### src/rtl/sec_cnt_ctrl.sv
// Command sequencer for the seconds-of-day counter: prescales cnt_clk into 1 Hz
// ticks and turns them into registered up/down/load strobes for the counter.
module sec_cnt_ctrl #(
  parameter int TICK_DIV = 1000,
  parameter int CNT_W    = 17,
  parameter int DAY_MAX  = 86400
) (
  input  logic             cnt_clk,
  input  logic             cnt_rst_n,
  input  logic             cmd_valid,
  input  logic [1:0]       cmd_op,
  output logic             cmd_ready,
  input  logic [CNT_W-1:0] count_in,
  output logic             up_pulse,
  output logic             down_pulse,
  output logic             load_pulse,
  output logic             load_en,
  output logic             tick,
  output logic             expired,
  output logic             day_wrap,
  output logic             cmd_err,
  output logic [2:0]       state
);

  localparam int PW = (TICK_DIV > 1) ? $clog2(TICK_DIV) : 1;
  localparam logic [PW-1:0]    PRESC_LAST = PW'(TICK_DIV - 1);
  localparam logic [CNT_W-1:0] CNT_MAX    = CNT_W'(DAY_MAX);

  localparam logic [1:0] OP_START_UP   = 2'b00;
  localparam logic [1:0] OP_START_DOWN = 2'b01;
  localparam logic [1:0] OP_STOP       = 2'b10;
  localparam logic [1:0] OP_RESUME     = 2'b11;

  typedef enum logic [2:0] {
    IDLE     = 3'd0,
    LOAD     = 3'd1,
    RUN_UP   = 3'd2,
    RUN_DOWN = 3'd3,
    PAUSED   = 3'd4
  } st_t;

  st_t           st, st_nxt;
  logic          dir_dn, dir_dn_nxt;
  logic [PW-1:0] presc, presc_nxt;
  logic          acc, at_tick, expire;
  logic          up_nxt, dn_nxt, tick_nxt, exp_nxt, wrap_nxt, err_nxt;

  assign acc = cmd_valid & cmd_ready;

  always_comb begin
    st_nxt     = st;
    dir_dn_nxt = dir_dn;
    presc_nxt  = presc;
    up_nxt     = 1'b0;
    dn_nxt     = 1'b0;
    tick_nxt   = 1'b0;
    exp_nxt    = 1'b0;
    wrap_nxt   = 1'b0;
    err_nxt    = 1'b0;
    at_tick    = 1'b0;
    expire     = 1'b0;
    case (st)
      IDLE: if (acc) begin
        case (cmd_op)
          OP_START_UP:   begin st_nxt = RUN_UP; dir_dn_nxt = 1'b0; presc_nxt = '0; end
          OP_START_DOWN: begin st_nxt = LOAD;   dir_dn_nxt = 1'b1; end
          default:       err_nxt = 1'b1;
        endcase
      end
      LOAD: begin
        st_nxt    = RUN_DOWN;
        presc_nxt = '0;
      end
      RUN_UP, RUN_DOWN: begin
        at_tick   = (presc == PRESC_LAST);
        presc_nxt = at_tick ? '0 : presc + PW'(1);
        if (at_tick) begin
          tick_nxt = 1'b1;
          if (st == RUN_UP) begin
            up_nxt   = 1'b1;
            wrap_nxt = (count_in == CNT_MAX);
          end else if (count_in == '0) begin
            expire     = 1'b1;
            exp_nxt    = 1'b1;
            st_nxt     = IDLE;
            dir_dn_nxt = 1'b0;
          end else begin
            dn_nxt = 1'b1;
          end
        end
        // Expiry outranks a coincident STOP: the run is already over.
        if (acc) begin
          if (cmd_op == OP_STOP) begin
            if (!expire) st_nxt = PAUSED;
          end else begin
            err_nxt = 1'b1;
          end
        end
      end
      PAUSED: if (acc) begin
        case (cmd_op)
          OP_RESUME:     st_nxt = dir_dn ? RUN_DOWN : RUN_UP;
          OP_STOP:       begin st_nxt = IDLE;   dir_dn_nxt = 1'b0; end
          OP_START_UP:   begin st_nxt = RUN_UP; dir_dn_nxt = 1'b0; presc_nxt = '0; end
          OP_START_DOWN: begin st_nxt = LOAD;   dir_dn_nxt = 1'b1; end
          default:       err_nxt = 1'b1;
        endcase
      end
      default: begin
        st_nxt     = IDLE;
        dir_dn_nxt = 1'b0;
      end
    endcase
  end

  always_ff @(posedge cnt_clk or negedge cnt_rst_n) begin
    if (!cnt_rst_n) begin
      st         <= IDLE;
      dir_dn     <= 1'b0;
      presc      <= '0;
      cmd_ready  <= 1'b1;
      up_pulse   <= 1'b0;
      down_pulse <= 1'b0;
      load_pulse <= 1'b0;
      load_en    <= 1'b0;
      tick       <= 1'b0;
      expired    <= 1'b0;
      day_wrap   <= 1'b0;
      cmd_err    <= 1'b0;
    end else begin
      st         <= st_nxt;
      dir_dn     <= dir_dn_nxt;
      presc      <= presc_nxt;
      cmd_ready  <= (st_nxt != LOAD);
      up_pulse   <= up_nxt;
      down_pulse <= dn_nxt;
      load_pulse <= (st_nxt == LOAD);
      load_en    <= (st_nxt == LOAD) || (st_nxt == RUN_DOWN) ||
                    ((st_nxt == PAUSED) && dir_dn_nxt);
      tick       <= tick_nxt;
      expired    <= exp_nxt;
      day_wrap   <= wrap_nxt;
      cmd_err    <= err_nxt;
    end
  end

  assign state = st;

endmodule

### config.mk
export PLATFORM = sky130hd
export DESIGN_NAME = sec_cnt_ctrl
export DESIGN_NICKNAME = d
export VERILOG_FILES = /design/src/rtl/sec_cnt_ctrl.sv
export SDC_FILE = /design/constraint.sdc
export NUM_CORES = 1
export LEC_CHECK = 0
export ABC_AREA = 1
export CELL_PAD_IN_SITES_DETAIL_PLACEMENT = 1
export CELL_PAD_IN_SITES_GLOBAL_PLACEMENT = 1
export CORE_MARGIN = 1
export CORE_UTILIZATION = 30
export CTS_CLUSTER_DIAMETER = 200
export DETAILED_ROUTE_END_ITERATION = 12
export HOLD_SLACK_MARGIN = 0.03
export PLACE_DENSITY_LB_ADDON = 0.1
export SLEW_MARGIN = 40
export SYNTH_ARGS = -nofsm -noshare
export SYNTH_HDL_FRONTEND = slang
export SYNTH_SLANG_ARGS = --single-unit
export TNS_END_PERCENT = 1
### constraint.sdc
create_clock -name cnt_clk -period 4.4 [get_ports cnt_clk]
set_input_delay 0.88 -clock cnt_clk [delete_from_list [all_inputs] [get_ports cnt_clk]]
set_output_delay 0.88 -clock cnt_clk [all_outputs]
set_load 0.05 [all_outputs]
# Word level (Yosys, flattened, before mapping)
# Cells that the tools add are included.
[totals]
mem_bits_rw = 0
mem_bits_ro = 0
mem_count = 0
output_inout_bits = 12
in_bits = 22
ff_bits = 23
latchBits = 0
[op_classes]
bitwise_logic = 1
n_addsub = 1
n_mux = 46
n_reduce_logical = 12
order_cmp = 0
multipliers = 0
n_eq_ne = 15
div_mod_pow = 0
n_shift = 0
[ops]
columns = ["op", "n"]
rows = [
  ["2-to-1 mux 10 bit", 3],
  ["case mux 10 bit (3 select lines)", 1],
  ["2-to-1 mux 1 bit", 27],
  ["2-to-1 mux 3 bit", 8],
  ["case mux 3 bit (4 select lines)", 2],
  ["equality test 17 bit, second input constant", 1],
  ["zero test 17 bit", 1],
  ["adder 10 x 1 -> 10 bit, second input constant", 1],
  ["equality test 10 bit, second input constant", 1],
  ["equality test 3 x 2 -> 1 bit, second input constant", 3],
  ["OR reduction 2 bit", 4],
  ["equality test 3 x 1 -> 1 bit, second input constant", 2],
  ["equality test 3 bit, second input constant", 2],
  ["case mux 1 bit (2 select lines)", 3],
  ["case mux 3 bit (2 select lines)", 1],
  ["equality test 2 bit, second input constant", 2],
  ["!= test 2 x 1 -> 1 bit, second input constant", 2],
  ["case mux 1 bit (4 select lines)", 1],
  ["zero test 3 bit", 1],
  ["!= test 3 x 1 -> 1 bit, second input constant", 1],
  ["AND reduction 3 bit", 1],
  ["nonzero test 3 bit", 1],
  ["equality test 2 x 1 -> 1 bit, second input constant", 1],
  ["zero test 2 bit", 1],
  ["other kinds (3)", 4],
]

# Logic depth before layout (Yosys ltp)
[logic_depth]
depth_word = 12
ltp_mapped = 12

# Worst setup path after synthesis
# No wires, ideal clock.
[synth_path]
path_type = "input to register"
startpoint = "input port cmd_op[0]"
endpoint = "register presc[7]"
setup_slack_ns = 2.398
t_arrival_ns = 1.876
required_time_ns = 4.274
stages = 10
cell_sequence = "inv_1 > ha_1 > inv_1 > o21ai_2 > o21ai_4 > nor2_2 > inv_2 > nor2_2 > and3_1 > nor3_2"
[synth_via]
elab_chain_len = 3
[synth_rtl]
columns = ["element", "line", "source"]
rows = [
  ["start, declared", "11", "input logic [1:0] cmd_op,"],
  ["zero test 2 bit", "64, 101", ""],
  ["!= test 2 x 1 -> 1 bit (no line)", "--", ""],
  ["AND reduction 3 bit (no line)", "--", ""],
  ["end signal, assigned", "133", "presc <= presc_nxt;"],
  ["end, declared", "44", "logic [PW-1:0] presc, presc_nxt;"],
]
# No other way between the ends.
# A chain may end at the register's enable or synchronous reset.

# Worst setup path in the final report
[layout_path]
startpoint = "register st[2], in the netlist state[2]"
endpoint = "output port state[2]"
[layout_lines]
columns = ["element", "line", "source"]
rows = [
  ["start, declared", "42", "st_t st, st_nxt;"],
  ["start signal, assigned", "131", "st <= st_nxt;"],
  ["end, declared", "22", "output logic [2:0] state"],
]
# No word-level cell between the ends.

==> run metrics <==
run status completed; Hold Fails Final Rpt 0; flop2flop setup slack 2680 ps; HPWL Detailed 2.90 mm; CP max stage cell clkdlybuf4s50_1; arrival time worst endpoint 1620 ps; first-pass detailed-route iteration total 4; Hold Path Class register to register; CTS max path bufs 2; post-synthesis compound-gate area fraction around an eighth; CP max FO 5; Max stage delay on crit path ~860 ps; DR vias 1248; CP cell instances clkdlybuf4s50_1; Post-CTS Resized 0; antenna-violating nets left 0; post-synthesis cell type count 29; fmax 400 MHz; Final setup viols 0; worst IR drop on VDD 0.000270 V; Sw Pwr 384 uW; # H-tree levels 1; DRC violations left 0; Setup TNS Final 0 ps; xor and xnor fraction of the mapped netlist area 0%; post-synthesis simple-gate area fraction 32.8%; Max transition margin 65.5%; Final Slew Violations 0; root buf cell clkbuf_8; P&R area growth vs syn 32.1%; Req. time, crit path 3520 ps; PD cells 472 nW/um^2; Initial DRC Count 38; logic gate share of total power 49.4%; FF-to-FF path depth 9; switching share of power 45.4%; share of the yosys chip area belonging to registers 42.6%; largest net degree at the start of global routing 24; die height 69.2 um; reg2reg start presc[0]; IO Pins 34; Worst Setup EP state[2]; row cnt 24; post-synthesis mux area share 0%; Crit. Startpoint state[2]; family with the most delay on the worst path buffers and inverters; clk sinks 23; All-Layer GR Usage between 15 and 20%; initial antenna violation count 0; cell area after synthesis 1360 sq um; Top reg by flops presc; synthesized flop and latch total 23; core area 4350 sq um; leakage 0.000787 uW; internal power 462 uW; Post-Syn Area per Cell between 7 and 8 sq um; Die W 69.2 um; Worst Path Buf+Inv 1; Worst-Margin Slew 518 ps; syn_nets 197; clk_lat worst skew 270 ps; nature of the critical path endpoint output port; hold buffer count at cts 0; Clk pwr share 16.0%; Fillers 535; Via-to-Cell Ratio 4.82; fin crit period 2500 ps; RSZ-0062 raised after global routing no; Tcrit/Tclk final 56.8%; first-pass GRT wire length about 6.1 mm; share of cells above drive strength 1 15.9%; DIE AREA between 4000 and 5000 sq um; Ant. Diodes 0; clock buffer count from CTS 3; Nets 235; Gate Count Post-Synth 170; Worst setup SP type register; Seq pwr share 34.6%; max_cap viols 0; reg2reg end presc[8]; Initial Utilization 31.1%; CTS tree yes; stages on the worst setup path 1; largest family of logic cells by synthesized area simple AND/OR/NAND/NOR gates; routed length per instance roughly 14 um; hold_sp presc[0]; Util after Layout a little over 40%; RePlAce Congestion 0.811; max reg flops 10; Worst-path clk slew 80 ps; Setup CP Type register to output port; Adder-Cell Fraction of Synth Area 4.62%; Post-CTS Setup Bufs 0; grt total ovfl 0; clk_skew between 4 and 5 ps; vias in the first global route 1395; drt total wl 3.56 mm; Ys Warns 0; Port Buffers 33
cell usage in the layout (no fill, tap or decap), types with 2 or more instances in the layout:
| master | Yosys | routed |
|---|---|---|
| a21oi_1 | 11 | 11 |
| clkbuf_8 | 0 | 3 |
| clkdlybuf4s50_1 | 0 | 32 |
| dfrtp_1 | 22 | 22 |
| ha_1 | 5 | 5 |
| inv_1 | 22 | 22 |
| inv_2 | 7 | 7 |
| nand2_1 | 28 | 28 |
| nand2_2 | 4 | 4 |
| nand3_1 | 7 | 7 |
| nand3_2 | 2 | 2 |
| nand4_1 | 7 | 7 |
| nor2_1 | 18 | 18 |
| nor2_2 | 6 | 6 |
| nor2_4 | 3 | 3 |
| nor3_1 | 7 | 7 |
| o21ai_0 | 4 | 4 |
| o21ai_2 | 2 | 2 |
| o22ai_1 | 2 | 2 |
| or2_2 | 2 | 2 |
power groups by stage:
stage,clock network [uW],logic [uW],registers [uW]
3_5_place_dp,0,422,297
3_3_place_gp,0,418,295
6_report,135,418,293
5_1_grt,147,467,299
2_1_floorplan,0,227,361
4_1_cts,141,425,293
per-stage QoR:
step                total power [uW]  std cells  setup WS (ps)  hold slack [ps]  area, sq um
floorplan                        588        170           2400              467         1360
global placement                 713        255           1790              492         1750
detailed placement               719        255           1690              504         1750
CTS                              858        259           1900              516         1790
global route                     913        259           1840              547         1790
finish                           846        259           1900              517         1790
worst min-delay path by stage:
stage,to,slack (ps),depth (start not counted)
after floorplan,presc[0],470,1
after global placement,presc[0],490,1
after detailed placement,presc[0],500,1
after CTS,presc[0],520,1
after global routing,presc[0],550,1
final,presc[0],520,1
Yosys cell counts:
cell type	n	area, sq um
nand2_1	28	105
dfrtp_1	22	551
inv_1	22	82.6
nor2_1	18	67.6
a21oi_1	11	55.1
inv_2	7	26.3
nand3_1	7	35.0
nand4_1	7	43.8
nor3_1	7	35.0
nor2_2	6	37.5
ha_1	5	62.6
nand2_2	4	25.0
o21ai_0	4	20.0
nor2_4	3	33.8
nand3_2	2	20.0
o21ai_2	2	17.5
o22ai_1	2	12.5
or2_2	2	12.5
a22o_1	1	8.76
a32o_1	1	10.0
and2_1	1	6.26
and3_1	1	6.26
dfstp_2	1	26.3
nor3_2	1	10.0
nor4_1	1	6.26
o211a_1	1	10.0
o21a_1	1	7.51
o21ai_1	1	5.00
o21ai_4	1	16.3
logic make-up (layout without fill, tap and decap cells):
group / Yosys count / after routing
compound gates: 25 / 25
flops: 23 / 23
fa+ha+maj: 5 / 5
buf+inv: 29 / 66
simple gates: 88 / 88
area by class of cell:
| cell class | count | area (sq um) | area share [%] |
|---|---|---|---|
| repair buffers | 33 | 325 | 18.2 |
| well taps | 52 | 65.1 | 3.63 |
| flip-flops and latches | 23 | 577 | 32.2 |
| inverters | 29 | 109 | 6.08 |
| multi-input cells | 118 | 669 | 37.4 |
| clock buffers | 4 | 45.0 | 2.52 |
metal layers:
metal,track usage [%],share of wire (%)
met5,0,0
met4,4.08,1.2
met3,3.49,2.0
met2,29.0,53
met1,17.7,44
Power figures use the tool's default switching activity.
